### src/rtl/riscy_cacheline_adapter.sv
// Bridges one 256-bit L2 line read/write to four 64-bit physical-memory beats.
// Latency: accept in T, beats from T+1, one-cycle line_resp_o after the last beat.
// Backpressure: memory paces each beat with burst_resp_i; L2 holds its request until line_resp_o.
module riscy_cacheline_adapter #(
  parameter int s_line  = 256,
  parameter int s_burst = 64
) (
  input  logic               clk,
  input  logic               rst,
  input  logic               line_read_i,
  input  logic               line_write_i,
  input  logic [31:0]        line_address_i,
  input  logic [s_line-1:0]  line_wdata_i,
  output logic [s_line-1:0]  line_rdata_o,
  output logic               line_resp_o,
  output logic               burst_read_o,
  output logic               burst_write_o,
  output logic [31:0]        burst_address_o,
  output logic [s_burst-1:0] burst_wdata_o,
  input  logic [s_burst-1:0] burst_rdata_i,
  input  logic               burst_resp_i
);

  localparam int s_beats = s_line / s_burst;
  localparam int cw      = $clog2(s_beats);
  localparam int ob      = $clog2(s_line / 8);
  localparam logic [31:0] addr_mask = ~((32'd1 << ob) - 32'd1);

  localparam logic [1:0] IDLE  = 2'd0;
  localparam logic [1:0] READ  = 2'd1;
  localparam logic [1:0] WRITE = 2'd2;
  localparam logic [1:0] DONE  = 2'd3;

  logic [1:0]        state;
  logic [cw-1:0]     cnt;
  logic [s_line-1:0] line_buf;
  logic [s_line-1:0] buf_nxt;
  logic              last_beat;

  assign last_beat = burst_resp_i && (cnt == cw'(s_beats - 1));

  // Read buffer with the current beat merged in, so the final beat can publish the whole line.
  always_comb begin
    buf_nxt = line_buf;
    buf_nxt[s_burst*cnt +: s_burst] = burst_rdata_i;
  end

  always_ff @(posedge clk) begin
    if (rst) begin
      state           <= IDLE;
      cnt             <= '0;
      line_buf        <= '0;
      line_rdata_o    <= '0;
      burst_address_o <= '0;
    end else begin
      case (state)
        IDLE: begin
          if (line_write_i) begin
            state           <= WRITE;
            cnt             <= '0;
            line_buf        <= line_wdata_i;
            burst_address_o <= line_address_i & addr_mask;
          end else if (line_read_i) begin
            state           <= READ;
            cnt             <= '0;
            burst_address_o <= line_address_i & addr_mask;
          end
        end
        READ: begin
          if (burst_resp_i) begin
            line_buf <= buf_nxt;
            cnt      <= cnt + cw'(1);
            if (last_beat) begin
              state        <= DONE;
              line_rdata_o <= buf_nxt;
            end
          end
        end
        WRITE: begin
          if (burst_resp_i) begin
            cnt <= cnt + cw'(1);
            if (last_beat) state <= DONE;
          end
        end
        default: state <= IDLE;
      endcase
    end
  end

  assign line_resp_o   = (state == DONE);
  assign burst_read_o  = (state == READ);
  assign burst_write_o = (state == WRITE);
  assign burst_wdata_o = (state == WRITE) ? line_buf[s_burst*cnt +: s_burst] : '0;

endmodule

### config.mk
export PLATFORM = sky130hd
export DESIGN_NAME = riscy_cacheline_adapter
export DESIGN_NICKNAME = d
export VERILOG_FILES = /design/src/rtl/riscy_cacheline_adapter.sv
export SDC_FILE = /design/constraint.sdc
export NUM_CORES = 1
export LEC_CHECK = 0
export CORE_AREA = 2 2 278 280
export CTS_CLUSTER_DIAMETER = 60
export DETAILED_ROUTE_END_ITERATION = 6
export DIE_AREA = 0 0 280 282
export HOLD_SLACK_MARGIN = 0.03
export PLACE_DENSITY = 0.71
export SLEW_MARGIN = 0
export SYNTH_ARGS = -nofsm -noshare
export SYNTH_HDL_FRONTEND = slang
export SYNTH_SLANG_ARGS = --single-unit
export TNS_END_PERCENT = 5
### constraint.sdc
create_clock -name clk -period 5.2 [get_ports clk]
set_clock_uncertainty 0.1 [all_clocks]
set_input_delay 1.04 -clock clk [delete_from_list [all_inputs] [get_ports clk]]
set_output_delay 1.04 -clock clk [all_outputs]
set_load 0.01 [all_outputs]
* Yosys cells after proc, flatten, opt, wreduce, memory -nomap -nowiden
Index checks and enable logic that the tools add are counted.
** Word-level totals
- Memory bits (writable) :: 0
- Word-level logic and storage cells :: 46
- Register bits :: 548
- Memories :: 0
- Output and inout port bits :: 355
- Bits of input ports :: 357
- Latch bits :: 0
- Memory bits (read-only) :: 0
** Operators by class
- Multiplexer cells :: 16
- Magnitude comparators :: 0
- Multipliers :: 0
- Add/subtract/negate cells :: 2
- Reduce and logical (&&, ||, !) cells :: 11
- Divide/modulo/power cells :: 0
- Shifts and indexed selects :: 3
- Equality and inequality tests :: 9
- Bitwise logic cells :: 0
** Operator list (number)
- 256-bit 2-to-1 mux :: 2
- 256-bit case mux with 2 select lines :: 1
- 256-bit bitwise mux :: 1
- 64-bit by 34-bit variable shift with 256-bit output, first input constant :: 1
- 256-bit by 9-bit indexed part select with 64-bit output :: 1
- 64-bit by 34-bit indexed part select with 256-bit output :: 1
- 32-bit 2-to-1 mux :: 2
- 64-bit 2-to-1 mux :: 1
- 8-bit negator with 34-bit output :: 1
- 2-bit 2-to-1 mux :: 7
- 3-bit AND reduction :: 4
- 2-bit case mux with 2 select lines :: 2
- 2-bit equality test, second input constant :: 3
- 2-bit by 1-bit inequality test with 1-bit output, second input constant :: 3
- 2-bit nonzero test :: 3
- 3-bit inequality test, second input constant :: 1
- 2-bit by 1-bit adder with 2-bit output, second input constant :: 1
- 2-bit by 1-bit equality test with 1-bit output, second input constant :: 1
- 2-bit logical NOT :: 1
- 2-bit inequality test, second input constant :: 1
- 2-bit AND reduction :: 1
- 2-bit OR reduction :: 1
- 1-bit logical AND :: 1

* Depth between registers and ports, before layout
Gate-level depths: netlist of the first run.
- Word-level depth :: 5
- Depth in mapped cells :: 11
- Depth with buffers taken out :: 6

* Worst setup path before layout of the first run
OpenSTA, ideal clock, no wires.
- Path kind :: reg-to-output
- Start point :: register cnt[0]
- End point :: output burst_wdata_o[25]
- Path buffers :: 3
- Arrival time :: 1.526 ns
- Slack :: 2.534 ns
- Required time :: 4.060 ns
- Stages on the path, launching flop included :: 6
- Cell sequence :: dfxtp_1 > buf_4 > buf_6 > buf_4 > mux4_2 > and2_1
** Between the ends
- Longest elaborated chain between the ends :: 2
** Ends and longest elaborated chain
- start: declaration :: line 35 : logic [cw-1:0] cnt;
- start signal: assignment :: line 72 : cnt <= cnt + cw'(1);
- start signal: assignment :: line 81 : cnt <= cnt + cw'(1);
- 256-bit by 9-bit indexed part select with 64-bit output :: line 93 : assign burst_wdata_o = (state == WRITE) ? line_buf[s_burst*cnt +: s_burst] : '0;
- 64-bit 2-to-1 mux :: line 93
- end: declaration :: line 19 : output logic [s_burst-1:0] burst_wdata_o,
Every way passes these cells.

* Final worst setup path of the first run
- Start point :: register cnt[0]
- End point :: output burst_wdata_o[46]
The elaborated chain is that of the path after synthesis.

==> results of run 1 <==
==> flip-flops by register name (all words and copies together) (netlist names) <==
name	count
cnt	2
burst_address_o	27
line_buf	256
state	2
line_rdata_o	256
==> cell type report <==
cell class	count	area [um2]
Fill cell	7004	39300
Multi-Input combinational cell	2052	14400
Sequential cell	543	10900
Timing Repair Buffer	755	7690
Clock buffer	92	1860
Tap cell	978	1220
Clock inverter	20	224
Antenna cell	15	37.5
Inverter	5	20.0
==> worst paths after layout <==
kind,cells past startpoint,end,slack [ns]
hold reg to reg,2,burst_address_o[7],0.35
setup / recovery,4,burst_wdata_o[46],0.74
hold / removal,2,burst_address_o[7],0.35
setup reg to reg,7,line_buf[126],1.54
==> through the flow <==
step	utilization	std cells	worst slack, ns
after floorplan	-	2931	2.53
after detailed placement	0.452	4333	1.31
after CTS	0.480	4445	0.629
final	0.480	4460	0.744
after global routing	0.480	4458	0.541
after global placement	0.452	4333	1.35
==> power breakdown <==
group,leakage (nW),switching (mW),internal [mW]
clock,1.03,1.85,2.65
sequential,4.42,0.811,5.09
combinational,7.35,4.26,2.95
==> worst max-delay path, delay by kind of cell (launching register included) <==
| family | cells | cell delay, ns |
|---|---|---|
| buffers and inverters | 2 | 1.16 |
| multiplexers | 1 | 0.58 |
| AND/OR/NAND/NOR | 1 | 0.17 |
| flip-flops | 1 | 0.76 |
==> cell usage in the layout (no fill, tap or decap), types with 5 or more instances in the layout <==
cell type,netlist,final
clkdlybuf4s50_1,0,700
dfxtp_1,543,541
nor2_1,390,389
a21oi_1,287,287
nor2b_1,195,193
a211oi_1,192,192
a22o_1,192,192
a22oi_1,128,128
a31oi_1,128,128
nand2b_1,66,66
mux4_2,64,64
and2_1,65,64
a21o_1,64,64
o22ai_1,64,64
clkbuf_16,0,63
a21boi_2,60,60
a2111oi_2,60,60
nand2_1,56,55
buf_4,12,33
buf_12,7,21
clkbuf_8,0,17
diode_2,0,15
clkbuf_1,142,12
clkinv_2,0,11
ha_4,0,6
conb_1,1,5
==> layer usage <==
layer,track usage,vias to the layer above
met5,0,-
met4,0.103,8
li1,-,11800
met1,0.353,12700
met2,0.451,1358
met3,0.0579,234
==> kinds of logic (layout without fill, tap and decap cells) <==
family / count (synthesis) / in the layout
AO/OA/AOI/OAI: 1187 / 1187
buffers and inverters: 336 / 872
adder cells (fa/ha/maj): 9 / 9
AND/OR/NAND/NOR: 785 / 785
other: 1 / 20
multiplexers: 66 / 66
flip-flops: 543 / 543
==> results.ini, run 1 <==
[outcome]
outcome = finished, final reports clean

[global_routing]
grt_pass1_vias = 24800
grt_first_pass_wirelength_mm = 165
gr-usage-all-layers = 0.274
overflow = 0
antenna_found_initial = 17
grt_max_degree = 129

[synth]
ys_seq_elements = 543
synth_cells = 2927
synthSimpleGateAreaFrac = 0.142
synth.area.top_cells = dfxtp_1, a22o_1, nor2_1
synth_area_leader_cell = dfxtp_1
ys_seq_area_frac = 0.406
synth_top_family_by_area = compound AO/OA/AOI/OAI gates
synth_most_common_cell = dfxtp_1
synth_compound_area_frac = 0.332
synth_xor_area_frac = 0
yosysTopAreaCellShare = 0.406
synth.distinct_cells = 43
synthMuxAreaShare = 0.0547
netlist_area_mm2 = 0.0268
synthFlopType = dfxtp_1
yosys.area_share.adder = 0.00421
async_flop_share = 0
yosysWarnings = 0
avgSynthCellArea_um2 = 9.14
yosys-top-cells-count = dfxtp_1, nor2_1, a21oi_1
synth-edff-count = 0

[clock_network]
cts.repair_timing.setup_buffer_count = 0
numClockSinks = 543
root_buffer = clkbuf_16
cts_tree = done
cts_hold_buf = 0
htreeDepth = 2
clock_latency_ns = 0.63
clk_pin_slew_ns = 0.06
cts_resized = 0
numCtsBuffers = 61
cts_max_path_buffers = 3

[drt]
drt_iter0_drc = 2238
met3_length_mm = 10.1
viasPerCell = 5.87
finalWirelength_mm = 113
wl_per_cell_um = 25.4
drc = 0
wl_met2_mm = 53.6
dr_total_vias = 26200
wl_met1_mm = 45.7
dr.pass1.iters = 5
antenna_left = 0
top_layer_used = met5

[floorplan]
ios = 712
fp.dieH_um = 282
die_x_um = 280
core_region_area_mm2 = 0.0757
die_area_mm2 = 0.0790
start_util = 0.354
rows = 101

[critical_path]
worstSetupStartpointType = register
cp.arrival_ns = 3.32
crit_fanout = 27
path_class = reg -> out
crit_chain = buf_4 -> mux4_2 -> and2_1 -> clkdlybuf4s50_1
cp_slowest_cell = dfxtp_4
critical_path.max_stage_delay_ns = 0.76
required_ns = 4.06
end_kind = output pin
startpoint = cnt[0]
r2r_start = cnt[0]

[timing]
drv_slew = 0
max-slew-margin-rel = 0.182
setup_viol = 0
rsz0062_at_grt = no
hold_ws_ns = 0.354
clock.fmax_mhz = 224
finalCriticalPeriod_ns = 4.46
period_share = 0.857
setup-tns-final_ns = 0
hold_viol_final = 0
worst_pin_slew_ns = 1.23

[run]
cap_violations = 0

[place]
gp_congestion = 0.866
place_hpwl_mm = 71.9
io_buffers = 701
placed_area_mm2 = 0.0343

[layout]
final_nets = 3784
design_area_mm2 = 0.0364
syn2layout_area_growth_pct = 35.9
drive_above_1_share = 0.106

[power_and_ir_drop]
p_leak_nw = 12.8
p_total_mw = 17.6
p_per_area_mw_per_mm2 = 484
irDropWorstVdd_v = 0.000576

[min_path]
worst_hold_startpoint = burst_address_o[7]
min_path_type = reg -> reg

Power figures use the tool's default switching activity.
==> inputs of run 2 (changes only) <==
--- a/config.mk
+++ b/config.mk
@@ -9,6 +9,7 @@
 export CTS_CLUSTER_DIAMETER = 60
 export DETAILED_ROUTE_END_ITERATION = 6
 export DIE_AREA = 0 0 280 282
+export GPL_TIMING_DRIVEN = 1
 export HOLD_SLACK_MARGIN = 0.03
 export PLACE_DENSITY = 0.71
 export SLEW_MARGIN = 0
==> results of run 2 <==
Same layout as run 1: the final DEF is identical, and so are final timing and power.
==> inputs of run 3 (changes only) <==
--- a/config.mk
+++ b/config.mk
@@ -6,7 +6,9 @@
 export NUM_CORES = 1
 export LEC_CHECK = 0
 export CORE_AREA = 2 2 278 280
+export CTS_BUF_LIST = sky130_fd_sc_hd__clkbuf_16
 export CTS_CLUSTER_DIAMETER = 60
+export CTS_CLUSTER_SIZE = 14
 export DETAILED_ROUTE_END_ITERATION = 6
 export DIE_AREA = 0 0 280 282
 export GPL_TIMING_DRIVEN = 1
==> results.ini, run 3 (synthesis results as in run 1) <==
[critical_path]
r2r_slack_ns = 1.56  ; +0.02 ns
crit_fanout = 27  ; unchanged
required_ns = 4.06  ; about the same
cp_slowest_cell = dfxtp_4
path_class = reg -> out
crit_chain = buf_4 -> mux4_2 -> and2_1 -> clkdlybuf4s50_1
reg2reg_depth = 7  ; unchanged
timing.rr.end = line_buf[126]
r2r_start = cnt[0]
critical_path.max_stage_delay_ns = 0.76  ; about the same
cp.arrival_ns = 3.29  ; -0.03 ns
end_kind = output pin
worstSetupStartpointType = register

[floorplan]
start_util = 0.354  ; unchanged
ios = 712  ; unchanged
die_area_mm2 = 0.0790  ; unchanged
core_region_area_mm2 = 0.0757  ; unchanged
die_x_um = 280  ; unchanged
rows = 101  ; unchanged
fp.dieH_um = 282  ; unchanged

[clock_network]
cts_resized = 0  ; unchanged
clock_latency_ns = 0.61  ; -0.02 ns
root_buffer = clkbuf_16
numCtsBuffers = 54  ; -11%
cts.repair_timing.setup_buffer_count = 0  ; unchanged
htreeDepth = 2  ; unchanged
numClockSinks = 543  ; unchanged
clk_pin_slew_ns = 0.07  ; about the same
cts_max_path_buffers = 3  ; unchanged
cts_tree = done
cts_hold_buf = 0  ; unchanged

[power_and_ir_drop]
seqPwrFrac = 0.342  ; +0.007
combPwrFrac = 0.419  ; +0.010
p_per_area_mw_per_mm2 = 477  ; -1.5%
irDropWorstVdd_v = 0.000569  ; -1.2%
cell_internal_pwr_mw = 10.3  ; -3.4%
p_leak_nw = 12.7  ; -1.1%
p_sw_mw = 6.88  ; -0.59%
p_clk_frac = 0.239  ; -0.017
swShare = 0.400  ; +0.00695

[min_path]
hold_depth = 2  ; unchanged
min_path_type = reg -> reg
worst_hold_startpoint = burst_address_o[24]
hold_end = burst_address_o[24]

[global_routing]
grt_max_degree = 129  ; unchanged
grt_first_pass_wirelength_mm = 164  ; -0.33%
gr-usage-all-layers = 0.273  ; -0.000611
grt_pass1_vias = 24700  ; -0.39%
antenna_found_initial = 14  ; -3
overflow = 0  ; unchanged

[place]
io_buffers = 701  ; unchanged
gp_congestion = 0.866  ; unchanged
place_hpwl_mm = 71.9  ; unchanged

[outcome]
outcome = finished, final reports clean

[layout]
syn2layout_area_growth_pct = 34.8
fill_cells = 7010  ; +0.086%
top_regs = line_buf (256), line_rdata_o (256), burst_address_o (27)
post-route-util = 0.476  ; -0.00403
layout_commonest_cell = clkdlybuf4s50_1
drive_above_1_share = 0.100  ; -0.00533
final_cell_mix = clkdlybuf4s50_1, dfxtp_1, nor2_1, a21oi_1, nor2b_1
final_nets = 3777  ; -0.18%

[drt]
antenna_left = 0  ; unchanged
finalWirelength_mm = 113  ; -0.21%
dr_total_vias = 26000  ; -0.44%
viasPerCell = 5.88  ; +0.23%
wl_per_cell_um = 25.5  ; +0.47%
drc = 0  ; unchanged
dr.pass1.iters = 5  ; unchanged
drt_iter0_drc = 2295  ; +2.5%

[timing]
period_share = 0.853  ; -0.00419
setup-tns-final_ns = 0  ; unchanged
worst_pin_slew_ns = 1.21  ; -0.0146 ns
hold_viol_final = 0  ; unchanged
clock.fmax_mhz = 225  ; +0.49%
max-slew-margin-rel = 0.192  ; +0.00974
finalCriticalPeriod_ns = 4.43  ; -0.0218 ns
drv_slew = 0  ; unchanged
rsz0062_at_grt = no
setup_viol = 0  ; unchanged

[run]
cap_violations = 0  ; unchanged

## run 3: changes by cell type in the layout (fill, tap and decap cells not counted), moves of 2 or more
cell / before / now
clkbuf_8: 17 / 0
clkinv_8: 0 / 3
clkinv_2: 11 / 5
inv_1: 4 / 11
bufinv_16: 4 / 6
clkbuf_16: 63 / 57
diode_2: 15 / 10
clkbuf_1: 12 / 0
## run 3: how the worst max path moves through the flow
stage / start / endpoint / cells past startpoint
2_1_floorplan: cnt[0] / burst_wdata_o[25] / 5
3_3_place_gp: cnt[0] / burst_wdata_o[46] / 4
3_5_place_dp: cnt[0] / burst_wdata_o[33] / 4
4_1_cts: cnt[0] / burst_wdata_o[46] / 4
5_1_grt: cnt[0] / burst_wdata_o[27] / 4
6_report: cnt[0] / burst_wdata_o[46] / 4
## run 3: final cells by class
class	instances	area (um2)	area share
Inverter	5	20.0	0.000555
Clock buffer	57	1430	0.0396
Sequential cell	543	10900	0.302
Clock inverter	30	360	0.00999
Tap cell	978	1220	0.0339
Antenna cell	10	25.0	0.000694
Timing Repair Buffer	755	7690	0.213
Multi-Input combinational cell	2052	14400	0.400
## run 3: metal layers
layer  vias up  track usage  part of all wire
met3       257       0.0582             0.087
li1      11800            -                 -
met2      1347        0.447              0.47
met1     12600        0.352              0.40
met4         8        0.109             0.037
met5         -            0           0.00050
## run 3: stage by stage
stage          cells  power [mW]  cell area [um2]  setup WS, ns  hold WS (ns)
2_1_floorplan   2931        10.6            26800          2.53         0.345
3_3_place_gp    4333        12.9            34300          1.35         0.344
3_5_place_dp    4333        13.1            34300          1.31         0.346
4_1_cts         4420        17.2            36000         0.649         0.355
5_1_grt         4429        18.0            36100         0.563         0.378
6_report        4430        17.2            36100         0.765         0.355
## run 3: critical path: cells and delay by family (launching register included)
family | cells | cell delay [ns]
buffers and inverters | 2 | 1.15
muxes | 1 | 0.58
and+or+nand+nor | 1 | 0.17
DFF | 1 | 0.76
## run 3: power by group through the flow
stage,clock [mW],sequential [mW],combinational (mW)
2_1_floorplan,0,5.65,4.92
3_3_place_gp,0,5.92,7.03
3_5_place_dp,0,5.96,7.11
4_1_cts,4.16,5.87,7.15
5_1_grt,4.30,6.02,7.72
6_report,4.11,5.89,7.21
